## config.mk

```make
export PLATFORM = sky130hd
export DESIGN_NAME = pipe_ctrl
export DESIGN_NICKNAME = d
export VERILOG_FILES = /design/src/rtl/pipe_ctrl_pkg.sv /design/src/rtl/pipe_ctrl_sat_counter.sv /design/src/rtl/pipe_ctrl.sv
export SDC_FILE = /design/constraint.sdc
export NUM_CORES = 1
export LEC_CHECK = 0
export CAP_MARGIN = 25
export CORE_MARGIN = 4
export CORE_UTILIZATION = 57
export DETAILED_ROUTE_END_ITERATION = 10
export PLACE_DENSITY = 0.86
export SYNTH_ARGS = -nofsm -noshare
export SYNTH_HDL_FRONTEND = slang
export SYNTH_SLANG_ARGS = --single-unit
export TNS_END_PERCENT = 10
```

## constraint.sdc

```tcl
create_clock -name clk -period 2.77 [get_ports clk]
set_input_delay 0.6925 -clock clk [delete_from_list [all_inputs] [get_ports clk]]
set_output_delay 0.6925 -clock clk [all_outputs]
set_load 0.02 [all_outputs]
```

## src/rtl/pipe_ctrl_pkg.sv

```systemverilog
// pipe_ctrl_pkg
//   Definitions shared by the pipeline sequencing controller: the FSM state
//   encoding (also exported on state_dbg), the default boot-flush length and
//   the width of the boot-flush down-counter.
package pipe_ctrl_pkg;

  typedef enum logic [1:0] {
    PC_BOOT  = 2'd0,
    PC_RUN   = 2'd1,
    PC_MWAIT = 2'd2,
    PC_ERR   = 2'd3
  } pc_state_e;

  // Cycles of forced flush after reset release (legal range 1..15).
  localparam int unsigned DEF_BOOT_FLUSH = 2;

  // Wide enough for BOOT_FLUSH-1 over the whole legal range.
  localparam int unsigned BOOT_CNT_W = 4;

endpackage

```

## src/rtl/pipe_ctrl_sat_counter.sv

```systemverilog
// sat_counter
//   Saturating up-counter with synchronous clear and asynchronous reset.
//   Once the count reaches all-ones it holds there until clear or rst.
// Ports:
//   clk    in  1  rising-edge clock
//   rst    in  1  asynchronous active-high reset, count -> 0
//   inc    in  1  advance the count by one (ignored when saturated)
//   clear  in  1  synchronous clear, has priority over inc
//   q      out W  current count
module sat_counter #(
  parameter int unsigned W = 16
) (
  input  logic         clk,
  input  logic         rst,
  input  logic         inc,
  input  logic         clear,
  output logic [W-1:0] q
);

  logic full;

  assign full = &q;

  always_ff @(posedge clk or posedge rst) begin
    if (rst) begin
      q <= '0;
    end else if (clear) begin
      q <= '0;
    end else if (inc && !full) begin
      q <= q + W'(1);
    end
  end

endmodule

```

## src/rtl/pipe_ctrl.sv

```systemverilog
// pipe_ctrl
//   Sequencing controller for the 3-stage pipeline (F, X/M, W). Produces the
//   stall / flush / bubble controls for the F->X and M->W pipeline registers
//   and the PC redirect select. Covers the post-reset flush, variable-latency
//   data-memory waits and branch/jump redirects, including a redirect that is
//   raised while the pipe is stalled (held pending until the access finishes).
// Ports:
//   clk              in  1       rising-edge clock
//   rst              in  1       asynchronous active-high reset
//   mem_reqM         in  1       load/store present in M this cycle
//   mem_ackM         in  1       data memory completes the M access this cycle
//   branch_takenX    in  1       X stage redirects the PC this cycle
//   stall_F          out 1       hold PC and the F->X register
//   stall_X          out 1       hold the X/M stage inputs
//   flush_X          out 1       load a NOP into the F->X register
//   bubble_M         out 1       clear reg_write/wb_sel into the M->W register
//   pc_sel_redirect  out 1       select the redirect target at the PC mux
//   mem_timeout      out 1       sticky memory-timeout error flag
//   stall_cnt        out PERF_W  saturating count of stall cycles
//   state_dbg        out 2       current FSM state encoding
module pipe_ctrl
  import pipe_ctrl_pkg::*;
#(
  parameter int unsigned BOOT_FLUSH = DEF_BOOT_FLUSH,
  parameter int unsigned TMO_W      = 8,
  parameter int unsigned PERF_W     = 16
) (
  input  logic              clk,
  input  logic              rst,
  input  logic              mem_reqM,
  input  logic              mem_ackM,
  input  logic              branch_takenX,
  output logic              stall_F,
  output logic              stall_X,
  output logic              flush_X,
  output logic              bubble_M,
  output logic              pc_sel_redirect,
  output logic              mem_timeout,
  output logic [PERF_W-1:0] stall_cnt,
  output logic [1:0]        state_dbg
);

  pc_state_e             state;
  logic [BOOT_CNT_W-1:0] boot_cnt;
  logic [TMO_W-1:0]      wait_cnt;
  logic [TMO_W-1:0]      wait_next;
  logic                  wait_tmo;
  logic                  pending_redirect;
  logic                  stall_run;

  // A memory access that is not acknowledged in its first M cycle.
  assign stall_run = mem_reqM & ~mem_ackM;

  // Timeout fires on the cycle the wait counter would reach all-ones.
  assign wait_next = wait_cnt + TMO_W'(1);
  assign wait_tmo  = (wait_next == '1);

  assign state_dbg = state;

  // Outputs decode from the current state and this cycle's inputs so that
  // a zero-wait ack or a branch takes effect with no added latency.
  always_comb begin
    stall_F         = 1'b0;
    stall_X         = 1'b0;
    flush_X         = 1'b0;
    bubble_M        = 1'b0;
    pc_sel_redirect = 1'b0;
    mem_timeout     = 1'b0;
    unique case (state)
      PC_BOOT: begin
        flush_X  = 1'b1;
        stall_F  = 1'b1;
        bubble_M = 1'b1;
      end
      PC_RUN: begin
        if (stall_run) begin
          stall_F  = 1'b1;
          stall_X  = 1'b1;
          bubble_M = 1'b1;
        end else if (branch_takenX) begin
          flush_X         = 1'b1;
          pc_sel_redirect = 1'b1;
        end
      end
      PC_MWAIT: begin
        if (mem_ackM) begin
          // Stalls drop on the ack cycle; a held or new redirect is applied
          // now, when the F->X register is free to take the NOP.
          if (pending_redirect || branch_takenX) begin
            flush_X         = 1'b1;
            pc_sel_redirect = 1'b1;
          end
        end else begin
          stall_F  = 1'b1;
          stall_X  = 1'b1;
          bubble_M = 1'b1;
        end
      end
      PC_ERR: begin
        stall_F     = 1'b1;
        stall_X     = 1'b1;
        bubble_M    = 1'b1;
        mem_timeout = 1'b1;
      end
      default: ;
    endcase
  end

  always_ff @(posedge clk or posedge rst) begin
    if (rst) begin
      state            <= PC_BOOT;
      boot_cnt         <= BOOT_CNT_W'(BOOT_FLUSH - 1);
      wait_cnt         <= '0;
      pending_redirect <= 1'b0;
    end else begin
      unique case (state)
        PC_BOOT: begin
          if (boot_cnt == '0) begin
            state <= PC_RUN;
          end else begin
            boot_cnt <= boot_cnt - BOOT_CNT_W'(1);
          end
        end
        PC_RUN: begin
          if (stall_run) begin
            state            <= PC_MWAIT;
            wait_cnt         <= TMO_W'(1);
            pending_redirect <= branch_takenX;
          end
        end
        PC_MWAIT: begin
          if (mem_ackM) begin
            state            <= PC_RUN;
            pending_redirect <= 1'b0;
          end else begin
            wait_cnt <= wait_next;
            if (branch_takenX) begin
              pending_redirect <= 1'b1;
            end
            if (wait_tmo) begin
              state <= PC_ERR;
            end
          end
        end
        PC_ERR: ;
        default: state <= PC_BOOT;
      endcase
    end
  end

  // stall_X is never high in BOOT, so BOOT cycles are not counted.
  sat_counter #(
    .W (PERF_W)
  ) u_stall_cnt (
    .clk   (clk),
    .rst   (rst),
    .inc   (stall_X),
    .clear (1'b0),
    .q     (stall_cnt)
  );

endmodule

```

==> results by group <==
Timing
  • Post-route setup slack: 0.04875 ns
  • Fin crit period: 2.721 ns
  • Measured slew at the worst slew-check pin: 0.4174 ns
  • Final setup fails: 0
  • Fin Hold WS: 0.5045 ns
  • Slew HR: 72.18%
  • FMAX: 367.5 MHz
  • Final-report hold violation count: 0
  • Skew final: 0.01312 ns
  • RSZ-0062 raised after global routing: yes
  • TNS Setup: 0 ns
  • Fin. max-slew vios: 0
  • Final period utilization: 98.24%

Final layout
  • Seq. cell area: 778.2 µm²
  • Fillers: 233
  • Final #Nets: 234
  • Antenna diode count: 0
  • Multi-input logic area: 944.7 µm²
  • Final Instance Area: 2248 µm²
  • Layout cells sized above 1: 11.76%
  • Area grow syn2layout: 26.28%

Synth
  • Post-synth EDFFs: 0
  • Post-synthesis adder-cell area fraction: 6.325%
  • Main synth FF type: dfrtp_1
  • Multiplexer share of the synthesized area: 1.757%
  • Complex-gate fraction of the synthesized area: 16.58%
  • Synth area leaders: dfrtp_1 (42%), xnor2_1 (6.4%), ha_1 (6.3%), o21ai_0 (5.1%), nand2_1 (3.6%)
  • Synth warn: 0
  • FF+latch count, synth: 31
  • Avg Inst Size Synth: 9.837 µm²
  • Yosys top cell area share: 42.16%
  • Synth Net Count: 195
  • Leading area contributor after synthesis: dfrtp_1
  • Async SR Flop Fraction: 100.0%
  • Simple-gate share of the synthesized area: 18.20%
  • Cells after Synth: 181
  • Post-Synth XOR/XNOR Area: 9.346%
  • Post-synthesis cell type count: 43
  • Cell Area, Synth: 1780 µm²
  • Largest family of logic cells by synthesized area: simple AND/OR/NAND/NOR gates
  • Seq/Total Area, Yosys: 43.64%

Global routing
  • Overflow after GRT: 0
  • Largest net degree at the start of global routing: 32
  • Tot GR Track Use: 23.08%
  • Initial antenna violation count: 0
  • Vias in the first global route: 1,633
  • Global-route wire length before repair: 7.355 mm

Detailed routing
  • Routed Antenna Nets: 0
  • DRC: 0
  • TritonRoute pass-1 iters: 4
  • Drt via density: 5.721
  • Post-Route WL: 4.176 mm
  • DRT iter0 DRCs: 82
  • DR WL/cell: 15.76 µm
  • Via count: 1,516

Pwr
  • Max IR drop VDD: 0.0003595 V
  • Comb power frac: 2.8%
  • Sw power: 185.6 µW
  • Leak: 1.017 nW
  • Sequential share of power: 52.8%
  • PwrDens: 383.1 nW/µm²
  • Pint: 675.8 µW
  • Switch share: 21.54%
  • Total chip power: 861.3 µW
  • Clk pwr share: 44.5%

Die
  • DIE AREA: 4082 µm²
  • Core area: 3028 µm²
  • Initial Util: 58.80%
  • Die Span Y: 63.89 µm
  • Width of the die: 63.89 µm
  • Site Rows: 20
  • IO Pins: 29

Placement
  • Post-DP Area: 2151 µm²
  • I/O Buffers: 28
  • RePlAce Congestion: 0.7881
  • Detail Placement HPWL: 3.024 mm
  • Worst slack, placed: -0.2178 ns

Clock tree
  • Clock Latency Late Sink: 0.36 ns
  • CTS Root Cell: clkbuf_4
  • CTS tree: built
  • CTS sink count: 31
  • Clk buf depth: 2
  • H-tree levels: 2
  • Reg clk slew, reported paths: 0.09 ns
  • # Post-CTS Setup Buffers: 0
  • TritonCTS Buffers: 5

Setup path
  • Most used cell, CP: nand2_1
  • Crit-path leading delay family: buffers and inverters
  • Critical Path Source: branch_takenX
  • R2r worst-path depth: 7
  • CP peak stage delay: 0.45 ns
  • Crit Path Class: in2out
  • Type of origin of the critical path: input pin
  • CP Capture Type: primary output
  • WP data arrival: 2.03 ns
  • RR Startpoint: state_dbg[0]$_DFFE_PP0P_
  • Worst-path cell chain: clkdlybuf4s50_1, o21ai_1, nand2_1, nand2_1, o21ai_0, o21a_1, dlygate4sd2_1
  • R2r endpoint: u_stall_cnt.q[1]$_DFFE_PP0P_
  • Reg2reg setup slack: 0.66 ns
  • Slowest-stage cell, CP: clkdlybuf4s50_1
  • CP Buf/Inv Count: 2
  • Crit-path max FO: 3
  • CP Data Required Time: 2.08 ns

Flow run
  • Max Cap Viol: 0

Hold path
  • Hold Path Depth: 1
  • HP Start: u_stall_cnt.q[6]$_DFFE_PP0P_
  • Hold WC Path Type: reg2reg
  • Hold endpoint: u_stall_cnt.q[6]$_DFFE_PP0P_

Outcome
  • Status: completed
-- state kept, by name, summed over array words and instances, names as in the netlist --
register and flops:
state_dbg 2, boot_cnt 4, pending_redirect 1, wait_cnt 8, u_stall_cnt.q 16
-- cells in the mapped netlist, drive strengths merged, types with 3 or more instances --
library cell,number
dfrtp,30
nand3,7
xnor2,13
o31ai,4
and2,3
xor2,6
ha,9
nand2,18
nor2,12
inv,15
nand4,5
a21oi,3
and3,8
o21ai,18
-- cell usage in the layout (no fill, tap or decap), types with 2 or more instances in the layout --
master,synthesis,layout
dlygate4sd1_1,0,2
xnor2_1,13,13
nor2_1,12,12
o21ai_0,18,17
and3_1,8,8
dlygate4sd2_1,0,2
clkdlybuf4s50_1,0,23
a21oi_1,3,3
and2_1,3,3
xor2_1,6,6
ha_1,9,7
nand3_1,6,6
dfrtp_1,30,29
nand2b_1,2,2
nand4b_1,2,2
nand2_1,17,17
o41ai_1,2,2
clkbuf_4,0,5
nand4_1,5,5
mux2i_1,2,2
o31ai_1,3,3
buf_4,1,7
inv_1,15,15
-- worst max-delay path by stage --
| stage | end | slack [ns] | cells past startpoint |
|---|---|---|---|
| after floorplan | stall_F | 0.30 | 6 |
| after global placement | pc_sel_redirect | -0.12 | 7 |
| after detailed placement | pc_sel_redirect | -0.22 | 7 |
| after CTS | flush_X | -0.000003 | 7 |
| after global routing | stall_F | -0.03 | 6 |
| final | flush_X | 0.05 | 7 |
-- cells by family after synthesis --
logic type | count (synthesis)
muxes | 3
and+or+nand+nor | 62
AOI/OAI and AO/OA | 39
xor gates and xnor gates | 19
buffers and inverters | 18
adders and majority gates | 9
DFF | 31
-- stage by stage --
step                util, %  cells
finish                74.26    265
global route          74.26    265
CTS                   73.76    265
detailed placement    71.03    257
global placement      71.03    257
floorplan                 -    181
-- layout make-up --
type	count	share of cell area, %
multi-input cells	132	42.01
flip-flops and latches	31	34.61
repair buffers	35	14.58
inverters	15	2.504
well taps	44	2.449
clock buffers	6	2.282
clock inverters	2	1.558
-- timing repair --
item | CTS | global route
hold buffers | 0 | 0
hold endpoints to repair | 0 | 0
resized for setup | 6 | 9
setup endpoints to repair | 5 | 5
-- power by group through the flow --
stage	registers [mW]	logic, mW	clock network (mW)
finish	0.454	0.0240	0.383
global route	0.455	0.0270	0.416
CTS	0.454	0.0246	0.389
detailed placement	0.463	0.0245	0
global placement	0.463	0.0232	0
floorplan	0.463	0.00845	0
-- per-layer routing --
layer	wire (µm)	global-route usage [%]	vias up
met5	0	0	-
met4	121	9.164	0
met3	250	7.381	13
met2	2135	40.52	58
met1	1668	25.63	733
li1	-	-	712
Note: power is estimated with default switching activity, not from simulation.
